File: src/rtl/uart_loader_pkg.sv
// Shared types and frame constants for the UART program loader.
// Holds the receiver/loader state enums and the 8N1 framing parameters.
package uart_loader_pkg;

   localparam int DATA_BITS = 8;
   localparam int STOP_BITS = 1;

   typedef enum logic [2:0] {
      RX_IDLE,
      RX_START,
      RX_DATA,
      RX_STOP,
      RX_WAIT_HIGH
   } rx_state_t;

   typedef enum logic [1:0] {
      LD_IDLE,
      LD_LOAD,
      LD_FLUSH,
      LD_DONE
   } ld_state_t;

   // Byte-lane enables for a word holding n_bytes valid bytes; 0 means a full word.
   function automatic logic [3:0] lane_mask(input logic [1:0] n_bytes);
      case (n_bytes)
         2'd1:    return 4'b0001;
         2'd2:    return 4'b0011;
         2'd3:    return 4'b0111;
         default: return 4'b1111;
      endcase
   endfunction

endpackage

File: src/rtl/uart_rx_byte.sv
// Bit-level 8N1 UART receiver: synchronizes the line, validates the start bit
// at mid-bit, samples data LSB first and checks the stop bit(s).
module uart_rx_byte
   import uart_loader_pkg::*;
#(
   parameter int CLKS_PER_BIT = 87
) (
   input  logic                 clk_i,
   input  logic                 rst_i,
   input  logic                 enable,
   input  logic                 rx,
   output logic                 start_det,
   output logic                 busy,
   output logic                 byte_valid,
   output logic [DATA_BITS-1:0] byte_data,
   output logic                 frame_err
);

   localparam int HALF = CLKS_PER_BIT / 2;
   localparam int CW   = $clog2(CLKS_PER_BIT + 1);

   logic                 sync1_reg;
   logic                 sync2_reg;
   logic                 prev_reg;
   rx_state_t            state_reg;
   logic [CW-1:0]        cnt_reg;
   logic [3:0]           bit_idx_reg;
   logic [DATA_BITS-1:0] shift_reg;

   assign busy      = (state_reg != RX_IDLE);
   assign byte_data = shift_reg;

   always_ff @(posedge clk_i) begin
      if (rst_i) begin
         sync1_reg   <= 1'b1;
         sync2_reg   <= 1'b1;
         prev_reg    <= 1'b1;
         state_reg   <= RX_IDLE;
         cnt_reg     <= '0;
         bit_idx_reg <= '0;
         shift_reg   <= '0;
         start_det   <= 1'b0;
         byte_valid  <= 1'b0;
         frame_err   <= 1'b0;
      end else begin
         sync1_reg  <= rx;
         sync2_reg  <= sync1_reg;
         prev_reg   <= sync2_reg;
         start_det  <= 1'b0;
         byte_valid <= 1'b0;
         frame_err  <= 1'b0;
         case (state_reg)
            RX_IDLE: begin
               if (enable && prev_reg && !sync2_reg) begin
                  state_reg <= RX_START;
                  cnt_reg   <= '0;
                  start_det <= 1'b1;
               end
            end
            RX_START: begin
               if (cnt_reg == CW'(HALF - 1)) begin
                  cnt_reg     <= '0;
                  bit_idx_reg <= '0;
                  state_reg   <= sync2_reg ? RX_IDLE : RX_DATA;
               end else begin
                  cnt_reg <= cnt_reg + CW'(1);
               end
            end
            RX_DATA: begin
               if (cnt_reg == CW'(CLKS_PER_BIT - 1)) begin
                  cnt_reg   <= '0;
                  shift_reg <= {sync2_reg, shift_reg[DATA_BITS-1:1]};
                  if (bit_idx_reg == 4'(DATA_BITS - 1)) begin
                     bit_idx_reg <= '0;
                     state_reg   <= RX_STOP;
                  end else begin
                     bit_idx_reg <= bit_idx_reg + 4'd1;
                  end
               end else begin
                  cnt_reg <= cnt_reg + CW'(1);
               end
            end
            RX_STOP: begin
               if (cnt_reg == CW'(CLKS_PER_BIT - 1)) begin
                  cnt_reg <= '0;
                  if (!sync2_reg) begin
                     frame_err <= 1'b1;
                     state_reg <= RX_WAIT_HIGH;
                  end else if (bit_idx_reg == 4'(STOP_BITS - 1)) begin
                     byte_valid <= 1'b1;
                     state_reg  <= RX_IDLE;
                  end else begin
                     bit_idx_reg <= bit_idx_reg + 4'd1;
                  end
               end else begin
                  cnt_reg <= cnt_reg + CW'(1);
               end
            end
            RX_WAIT_HIGH: begin
               if (sync2_reg) state_reg <= RX_IDLE;
            end
            default: state_reg <= RX_IDLE;
         endcase
      end
   end

endmodule

File: src/rtl/uart_prog_loader.sv
// UART boot loader: packs received bytes into little-endian words, writes them
// through a one-entry request/grant port and releases the core after an idle timeout.
module uart_prog_loader
   import uart_loader_pkg::*;
#(
   parameter int unsigned CLKS_PER_BIT = 87,
   parameter logic [31:0] BASE_ADDR    = 32'h0000_0000,
   parameter int unsigned IDLE_TIMEOUT = 4000
) (
   input  logic        clk_i,
   input  logic        rst_i,
   input  logic        uart_rx_i,
   output logic        mem_req_o,
   output logic        mem_we_o,
   output logic [31:0] mem_addr_o,
   output logic [31:0] mem_wdata_o,
   output logic [3:0]  mem_be_o,
   input  logic        mem_gnt_i,
   output logic        boot_busy_o,
   output logic        done_o,
   output logic        frame_err_o,
   output logic        overrun_err_o,
   output logic [15:0] word_count_o
);

   localparam int TW = $clog2(IDLE_TIMEOUT + 1);

   logic        rx_enable;
   logic        rx_start;
   logic        rx_busy;
   logic        rx_valid;
   logic [7:0]  rx_data;
   logic        rx_frame_err;

   ld_state_t   ld_state_reg;
   logic [31:0] asm_reg;
   logic [1:0]  nbytes_reg;
   logic [TW-1:0] idle_cnt_reg;
   logic        pend_busy;

   assign rx_enable = (ld_state_reg == LD_IDLE) || (ld_state_reg == LD_LOAD);
   // The pending slot frees in the same cycle its grant is sampled.
   assign pend_busy = mem_req_o && !mem_gnt_i;

   uart_rx_byte #(
      .CLKS_PER_BIT(CLKS_PER_BIT)
   ) u_rx (
      .clk_i     (clk_i),
      .rst_i     (rst_i),
      .enable    (rx_enable),
      .rx        (uart_rx_i),
      .start_det (rx_start),
      .busy      (rx_busy),
      .byte_valid(rx_valid),
      .byte_data (rx_data),
      .frame_err (rx_frame_err)
   );

   always_ff @(posedge clk_i) begin
      if (rst_i) begin
         ld_state_reg  <= LD_IDLE;
         asm_reg       <= '0;
         nbytes_reg    <= '0;
         idle_cnt_reg  <= '0;
         mem_req_o     <= 1'b0;
         mem_we_o      <= 1'b0;
         mem_addr_o    <= BASE_ADDR;
         mem_wdata_o   <= '0;
         mem_be_o      <= '0;
         done_o        <= 1'b0;
         boot_busy_o   <= 1'b1;
         frame_err_o   <= 1'b0;
         overrun_err_o <= 1'b0;
         word_count_o  <= '0;
      end else begin
         if (mem_req_o && mem_gnt_i) begin
            mem_req_o  <= 1'b0;
            mem_we_o   <= 1'b0;
            mem_addr_o <= mem_addr_o + 32'd4;
            if (word_count_o != 16'hFFFF) word_count_o <= word_count_o + 16'd1;
         end
         if (rx_frame_err) frame_err_o <= 1'b1;

         case (ld_state_reg)
            LD_IDLE, LD_LOAD: begin
               if (rx_valid) begin
                  ld_state_reg <= LD_LOAD;
                  idle_cnt_reg <= '0;
                  if (nbytes_reg == 2'd3) begin
                     nbytes_reg <= '0;
                     asm_reg    <= '0;
                     if (pend_busy) begin
                        overrun_err_o <= 1'b1;
                     end else begin
                        mem_req_o   <= 1'b1;
                        mem_we_o    <= 1'b1;
                        mem_wdata_o <= {rx_data, asm_reg[23:0]};
                        mem_be_o    <= 4'hF;
                     end
                  end else begin
                     asm_reg[{nbytes_reg, 3'b000} +: 8] <= rx_data;
                     nbytes_reg <= nbytes_reg + 2'd1;
                  end
               end else if (ld_state_reg == LD_LOAD) begin
                  if (rx_start) begin
                     idle_cnt_reg <= '0;
                  end else if (idle_cnt_reg == TW'(IDLE_TIMEOUT)) begin
                     if (!rx_busy) ld_state_reg <= LD_FLUSH;
                  end else begin
                     idle_cnt_reg <= idle_cnt_reg + TW'(1);
                  end
               end
            end
            LD_FLUSH: begin
               // Lanes beyond the received bytes are already zero in asm_reg.
               if (nbytes_reg != 2'd0) begin
                  if (!mem_req_o) begin
                     mem_req_o   <= 1'b1;
                     mem_we_o    <= 1'b1;
                     mem_wdata_o <= asm_reg;
                     mem_be_o    <= lane_mask(nbytes_reg);
                     nbytes_reg  <= '0;
                     asm_reg     <= '0;
                  end
               end else if (!mem_req_o) begin
                  ld_state_reg <= LD_DONE;
                  done_o       <= 1'b1;
                  boot_busy_o  <= 1'b0;
               end
            end
            LD_DONE: begin
               done_o      <= 1'b1;
               boot_busy_o <= 1'b0;
            end
            default: ld_state_reg <= LD_IDLE;
         endcase
      end
   end

endmodule

File: config.mk
export PLATFORM = sky130hd
export DESIGN_NAME = uart_prog_loader
export DESIGN_NICKNAME = d
export VERILOG_FILES = /design/src/rtl/uart_loader_pkg.sv /design/src/rtl/uart_rx_byte.sv /design/src/rtl/uart_prog_loader.sv
export SDC_FILE = /design/constraint.sdc
export NUM_CORES = 1
export LEC_CHECK = 0
export BUFFER_PORTS_ARGS = -buffer_cell sky130_fd_sc_hd__buf_2
export CORE_MARGIN = 4
export CORE_UTILIZATION = 57
export DETAILED_ROUTE_END_ITERATION = 10
export PLACE_DENSITY = 0.79
export SYNTH_ARGS = -nofsm -noshare
export SYNTH_HDL_FRONTEND = slang
export SYNTH_SLANG_ARGS = --single-unit
File: constraint.sdc
create_clock -name clk_i -period 2.6 [get_ports clk_i]
set_clock_uncertainty 0.1 [all_clocks]
set_input_delay 0.13 -clock clk_i [delete_from_list [all_inputs] [get_ports clk_i]]
set_output_delay 0.13 -clock clk_i [all_outputs]
set_load 0.02 [all_outputs]
; Word level (Yosys, flattened, before mapping)
; Cells that the tools add are included.
[classes]
add_sub_neg = 7
n_eq_ne = 35
shifts = 2
n_mux = 80
n_bitwise = 4
n_reduce_logical = 33
[op_table]
columns = operator, n
row1 = 32-bit 2-to-1 mux, 9
row2 = 32-bit case mux with 2 select lines, 2
row3 = 12-bit 2-to-1 mux, 4
row4 = 4-bit 2-to-1 mux, 11
row5 = "32-bit by 3-bit adder with 32-bit output, second input constant", 1
row6 = 32-bit bitwise mux, 1
row7 = "8-bit by 7-bit variable shift with 32-bit output, first input constant", 1
row8 = 8-bit by 7-bit indexed part select with 32-bit output, 1
row9 = 2-bit 2-to-1 mux, 12
row10 = 3-bit 2-to-1 mux, 8
row11 = 4-bit case mux with 3 select lines, 2
row12 = 7-bit 2-to-1 mux, 3
row13 = 7-bit case mux with 3 select lines, 1
row14 = 1-bit 2-to-1 mux, 19
row15 = "16-bit by 1-bit adder with 16-bit output, second input constant", 1
row16 = "16-bit inequality test, second input constant", 1
row17 = "2-bit by 1-bit inequality test with 1-bit output, second input constant", 8
row18 = 3-bit case mux with 5 select lines, 1
row19 = 7-bit AND reduction, 2
row20 = "12-bit by 1-bit adder with 12-bit output, second input constant", 1
row21 = "12-bit equality test, second input constant", 1
row22 = "2-bit inequality test, second input constant", 6
row23 = 6-bit AND reduction, 2
row24 = "3-bit by 2-bit inequality test with 1-bit output, second input constant", 3
row25 = other kinds (32), 60
[word_totals]
reg_bits = 166
input_bits = 4
output_inout_bits = 90
wordCells = 185

; Longest topological paths before layout
[depth]
depth_word = 7
ltp_mapped = 8
depth_no_buf = 7

; Modules after synthesis
; From an unflattened synthesis, not the netlist that was laid out.
[unflattened]
cells_unflattened = 770
area_unflattened_um2 = 6937.9
[by_module_without_submodules]
columns = module, instances, cells_per_inst, area_per_inst_um2, seq_area_each_um2
row1 = uart_prog_loader, 1, 633, 5589.1, 2722.6
row2 = uart_rx_byte, 1, 137, 1348.8, 560.5

; Worst setup path before layout
; Ideal clock, no wire load.
[synth_path]
kind = reg2reg
start = register u_rx.bit_idx_reg[0]
end = register u_rx.bit_idx_reg[1]
arrival_time_ps = 1785
t_required_ps = 2435
setup_slack_ps = 650
path_stages_with_launch = 8
n_path_buf = 0
cell_sequence = dfxtp_1 -> inv_1 -> ha_1 -> or3b_2 -> a21boi_2 -> o32a_1 -> mux2_2 -> nor2_1
[synth_via]
elab_chain_len = 5
elab_cells_between_ends = 11
classes_between = add/sub: 1 / eq/ne: 2 / mux: 6 / reduce/logical: 2
[synth_rtl]
columns = item, line
row1 = start: declaration, uart_rx_byte.sv:27  ; logic [3:0] bit_idx_reg;
row2 = start signal: assignment, uart_rx_byte.sv:77  ; bit_idx_reg <= bit_idx_reg + 4'd1;
row3 = start signal: assignment, uart_rx_byte.sv:93  ; bit_idx_reg <= bit_idx_reg + 4'd1;
row4 = 4-bit by 1-bit adder with 4-bit output, "uart_rx_byte.sv:77, uart_rx_byte.sv:93"
row5 = 4-bit 2-to-1 mux, uart_rx_byte.sv:89  ; end else if (bit_idx_reg == 4'(STOP_BITS - 1)) begin
row6 = 4-bit 2-to-1 mux, uart_rx_byte.sv:86  ; if (!sync2_reg) begin
row7 = 4-bit 2-to-1 mux, uart_rx_byte.sv:84  ; if (cnt_reg == CW'(CLKS_PER_BIT - 1)) begin
row8 = 4-bit case mux with 3 select lines, uart_rx_byte.sv:52  ; case (state_reg)
; Parallel ways exist; a longest one is shown, timed or not. The select of a mux whose other input is x is not followed.
; A chain may end at the register's enable or synchronous reset.

; Worst setup path in the final report
[layout_path]
start = register nbytes_reg[0]
end = register mem_wdata_o[29]
[layout_via]
elab_chain_len = 3
elab_cells_between_ends = 5
classes_between = eq/ne: 3 / reduce/logical: 2
[layout_rtl]
columns = item, line
row1 = start: declaration, uart_prog_loader.sv:37  ; logic [1:0] nbytes_reg;
row2 = start signal: assignment, uart_prog_loader.sv:102  ; nbytes_reg <= nbytes_reg + 2'd1;
row3 = 2-bit equality test / 2-bit nonzero test (equally long branches), "uart_prog_loader.sv:89, uart_prog_loader.sv:116"
row4 = 2-bit inequality test (no source line), n/a
row5 = 6-bit AND reduction (no source line) *, n/a
row6 = end signal: assignment, uart_prog_loader.sv:97  ; mem_wdata_o <= {rx_data, asm_reg[23:0]};
row7 = end signal: assignment, uart_prog_loader.sv:120  ; mem_wdata_o <= asm_reg;
row8 = end: declaration, uart_prog_loader.sv:16  ; output logic [31:0] mem_wdata_o,
; Mark *: on every way between the ends. The rest lies on a longest branch, timed or not.

==> impl_results.md <==
- Status: completed
- Die Width: between 100 and 150 um
- WP buf/inv: 2
- Drt initial violations: 418
- GR Util met1: 0.298
- Routed len/inst: ~15 um
- Slew HR: 0.509
- Sequential area share after synthesis: 0.471
- Worst vdd ir: approximately 0.42 mV
- Cells after Synth: ~800
- FILL cells: 978
- CP endpoint kind: register
- Hold-fix buffers at CTS: 3
- RR Startpoint: nbytes_reg[0]
- Fmax: 0.466 GHz
- Worst path depth: 7
- RD Place Congestion: about 0.91
- Met3 Use GR: 0.0675
- Unrepaired setup endpoints after global routing: no
- Max capacitance violation total: 0
- Mux share of post-synthesis cell area: 0.0203
- Remaining Overflow, GRT: 0
- Pleak: about 0.0032 uW
- Post-route ant nets: 0
- Initial Util: 0.581
- Startpoint Class: register
- CTS tree: done
- Diode count: 0
- Fraction of the mapped netlist area in adder cells: 0.0233
- CTS H-Tree Depth: 4
- Post-synth cell types: 62
- # setup viols final: 0
- IO Port Bufs: between 90 and 100
- Share of cells above drive strength 1: 0.166
- Die ar.: between 0.01 and 0.015 sq mm
- Most Used Layer, Global Route: met2
- Area of the multi-input gates: about 0.0034 sq mm
- First-pass GRT wire length: 25800 um
- Final wirelength: about 15000 um
- Final net count: between 900 and 1000
- Yosys reg bits: approximately 160
- Cells along the critical path: inv_1 > ha_1 > or3_1 > o21ai_2 > buf_12 > nor2_1 > a311oi_1
- Least-Margin Pin Slew: between 700 and 800 ps
- Min cycle time layout: 2150 ps
- R2R Path End: mem_wdata_o[29]
- Synth warn: 0
- Critical Path End: mem_wdata_o[29]
- Crit path max fanout: 47
- Critical Path RT: ~2800 ps
- Main combinational cell family by area after synthesis: simple AND/OR/NAND/NOR gates
- Max incr delay on CP: roughly 480 ps
- Kind of critical path: reg2reg
- Syn Area/Cell: around 8.7 sq um
- Antenna violations before repair: 0
- Via Count: between 5000 and 6000
- Pins Over Slew Limit: 0
- CP delay by family, top: flip-flops
- # resized after CTS: 0
- DR vias/cell: about 5.6
- Num ports: 94
- Synthesized area: approximately 0.007 sq mm
- Post-synthesis simple-gate area fraction: 0.270
- GR Util met2: 0.339
- Final Hold Violating Endpoints: 0
- Placed cell area: 0.00753 sq mm
- Postcts setup bufs: 0
- Crit path launch: nbytes_reg[0]
- DP HPWL: a little over 10000 um
- Number of global-route vias before repair: about 5300
- Worst-Skew Late Latency: 420 ps
- Fin Setup TNS: 0 ps
- Clock slew at reported path FFs: 60 ps
- TritonCTS buffer count: 17
- Ys async rst share: 0
- Clk root buf: clkbuf_16
- Number of remaining DRC errors: 0
- Layout area overhead: 16.0%
- Largest net degree at the start of global routing: 76
- EDFF count, synth: 0
- Sequential Area: 0.00328 sq mm
- Final period utilization: 0.826
- FF-to-FF path depth: 7
- Reg2reg setup slack: 450 ps
- Gr usage total: 0.220
- Chip height: 119 um
- DR pass1 iterations: 5
- Clock Sink Count: between 150 and 200
- Final Cell Area: around 0.0081 sq mm
- Critical path's slowest cell: dfxtp_1
- Worst Hold Class: reg2reg
- Floorplan core area: 0.0120 sq mm
- Row count: 40
- Worst EP arrival: approximately 2400 ps
- Most used flip-flop cell after synthesis: dfxtp_1
- Xor and xnor fraction of the mapped netlist area: 0.0628
- Hold Worst Slack: around 310 ps
- CTS Buffer Depth: 2
- Post-synthesis compound-gate area fraction: 0.116
- Pwr dens: 602 mW/mm^2
-- worst min path at each step --
stage / from / slack (ps) / cells past startpoint / end
2_1_floorplan: uart_rx_i / 130 / 1 / u_rx.sync1_reg
3_3_place_gp: uart_rx_i / 240 / 2 / u_rx.sync1_reg
3_5_place_dp: uart_rx_i / 240 / 2 / u_rx.sync1_reg
4_1_cts: u_rx.sync1_reg / 310 / 1 / u_rx.sync2_reg
5_1_grt: u_rx.sync1_reg / 340 / 1 / u_rx.sync2_reg
6_report: u_rx.sync1_reg / 310 / 1 / u_rx.sync2_reg
-- cells in the final DEF (no fill, tap or decap), drive strengths merged, types with 11 or more instances in the layout --
cell type,count
ha,13
inv,19
nand2,104
mux2i,13
a22oi,24
nand4,23
nor3,16
a311oi,12
and3,12
and2,12
nor2,130
o21ai,11
xor2,29
xnor2,21
buf,101
clkbuf,24
nand3,28
a21oi,41
dfxtp,164
-- metal layers --
layer / share of wire / routed length, um
met1: 0.46 / 7080
met2: 0.46 / 7110
met3: 0.065 / 990
met4: 0.010 / 155
met5: 0 / 0
-- where the power goes --
group / internal, uW / switching (uW) / total [uW]
clock network: 1290 / 969 / 2260
logic: 23.8 / 62.7 / 86.5
registers: 2520 / 7.31 / 2530
total: 3830 / 1040 / 4870
-- cell families after synthesis --
family | after synthesis
buffers and inverters | 59
flip-flops | 164
multiplexers | 14
AND/OR/NAND/NOR | 381
adder cells (fa/ha/maj) | 13
other | 1
XOR/XNOR | 50
AO/OA/AOI/OAI | 121
-- final cells by class --
| type | instances | share of cell area |
|---|---|---|
| Clock buffer | 24 | 0.0595 |
| Sequential cell | 164 | 0.406 |
| Clock inverter | 8 | 0.00649 |
| Tap cell | 147 | 0.0227 |
| Inverter | 19 | 0.00881 |
| Timing Repair Buffer | 104 | 0.0711 |
| Multi-Input combinational cell | 581 | 0.426 |
-- cell usage after synthesis, types with 2 or more instances --
library cell,instances,area [sq um]
buf_4,4,30.0
nor3_1,16,80.1
nand2b_1,8,50.1
ha_1,13,163
xnor2_1,21,184
buf_2,11,55.1
o32a_1,2,20.0
or2_2,3,18.8
and4b_1,3,30.0
dfxtp_1,164,3280
nand4_1,22,138
xor2_1,29,254
nor4_2,2,25.0
o21ai_0,10,50.1
a22oi_1,24,180
nor2_1,130,488
a21o_1,3,22.5
nor4b_2,2,30.0
and3_1,11,68.8
o211ai_1,3,22.5
a211oi_1,6,45.0
a32o_1,2,20.0
nor4_1,6,37.5
inv_1,19,71.3
and2_1,11,68.8
nand3_1,27,135
nand3b_1,3,22.5
nand2_1,104,390
nor2b_1,7,43.8
or3_1,5,31.3
mux2i_1,13,130
clkbuf_1,23,86.3
nand4b_1,4,35.0
a21oi_1,41,205
a31oi_1,9,56.3
and4_1,5,43.8
a311oi_1,12,105
-- worst register-to-register path, cell delays in order, from the launching register on --
cell      delay (ps)
dfxtp_1          480
inv_1            140
ha_1             250
or3_1            420
o21ai_2          110
buf_12           230
nor2_1            70
a311oi_1         250
-- per-stage QoR --
stage | util | total power [uW] | setup slack (ps) | std cells
4_1_cts | 0.674 | 4910 | 453 | 1047
3_5_place_dp | 0.627 | 2660 | 455 | 1012
5_1_grt | 0.674 | 5040 | 229 | 1047
6_report | 0.674 | 4870 | 452 | 1047
3_3_place_gp | 0.627 | 2660 | 527 | 1012
2_1_floorplan | - | 2640 | 650 | 804
Power figures use the tool's default switching activity.
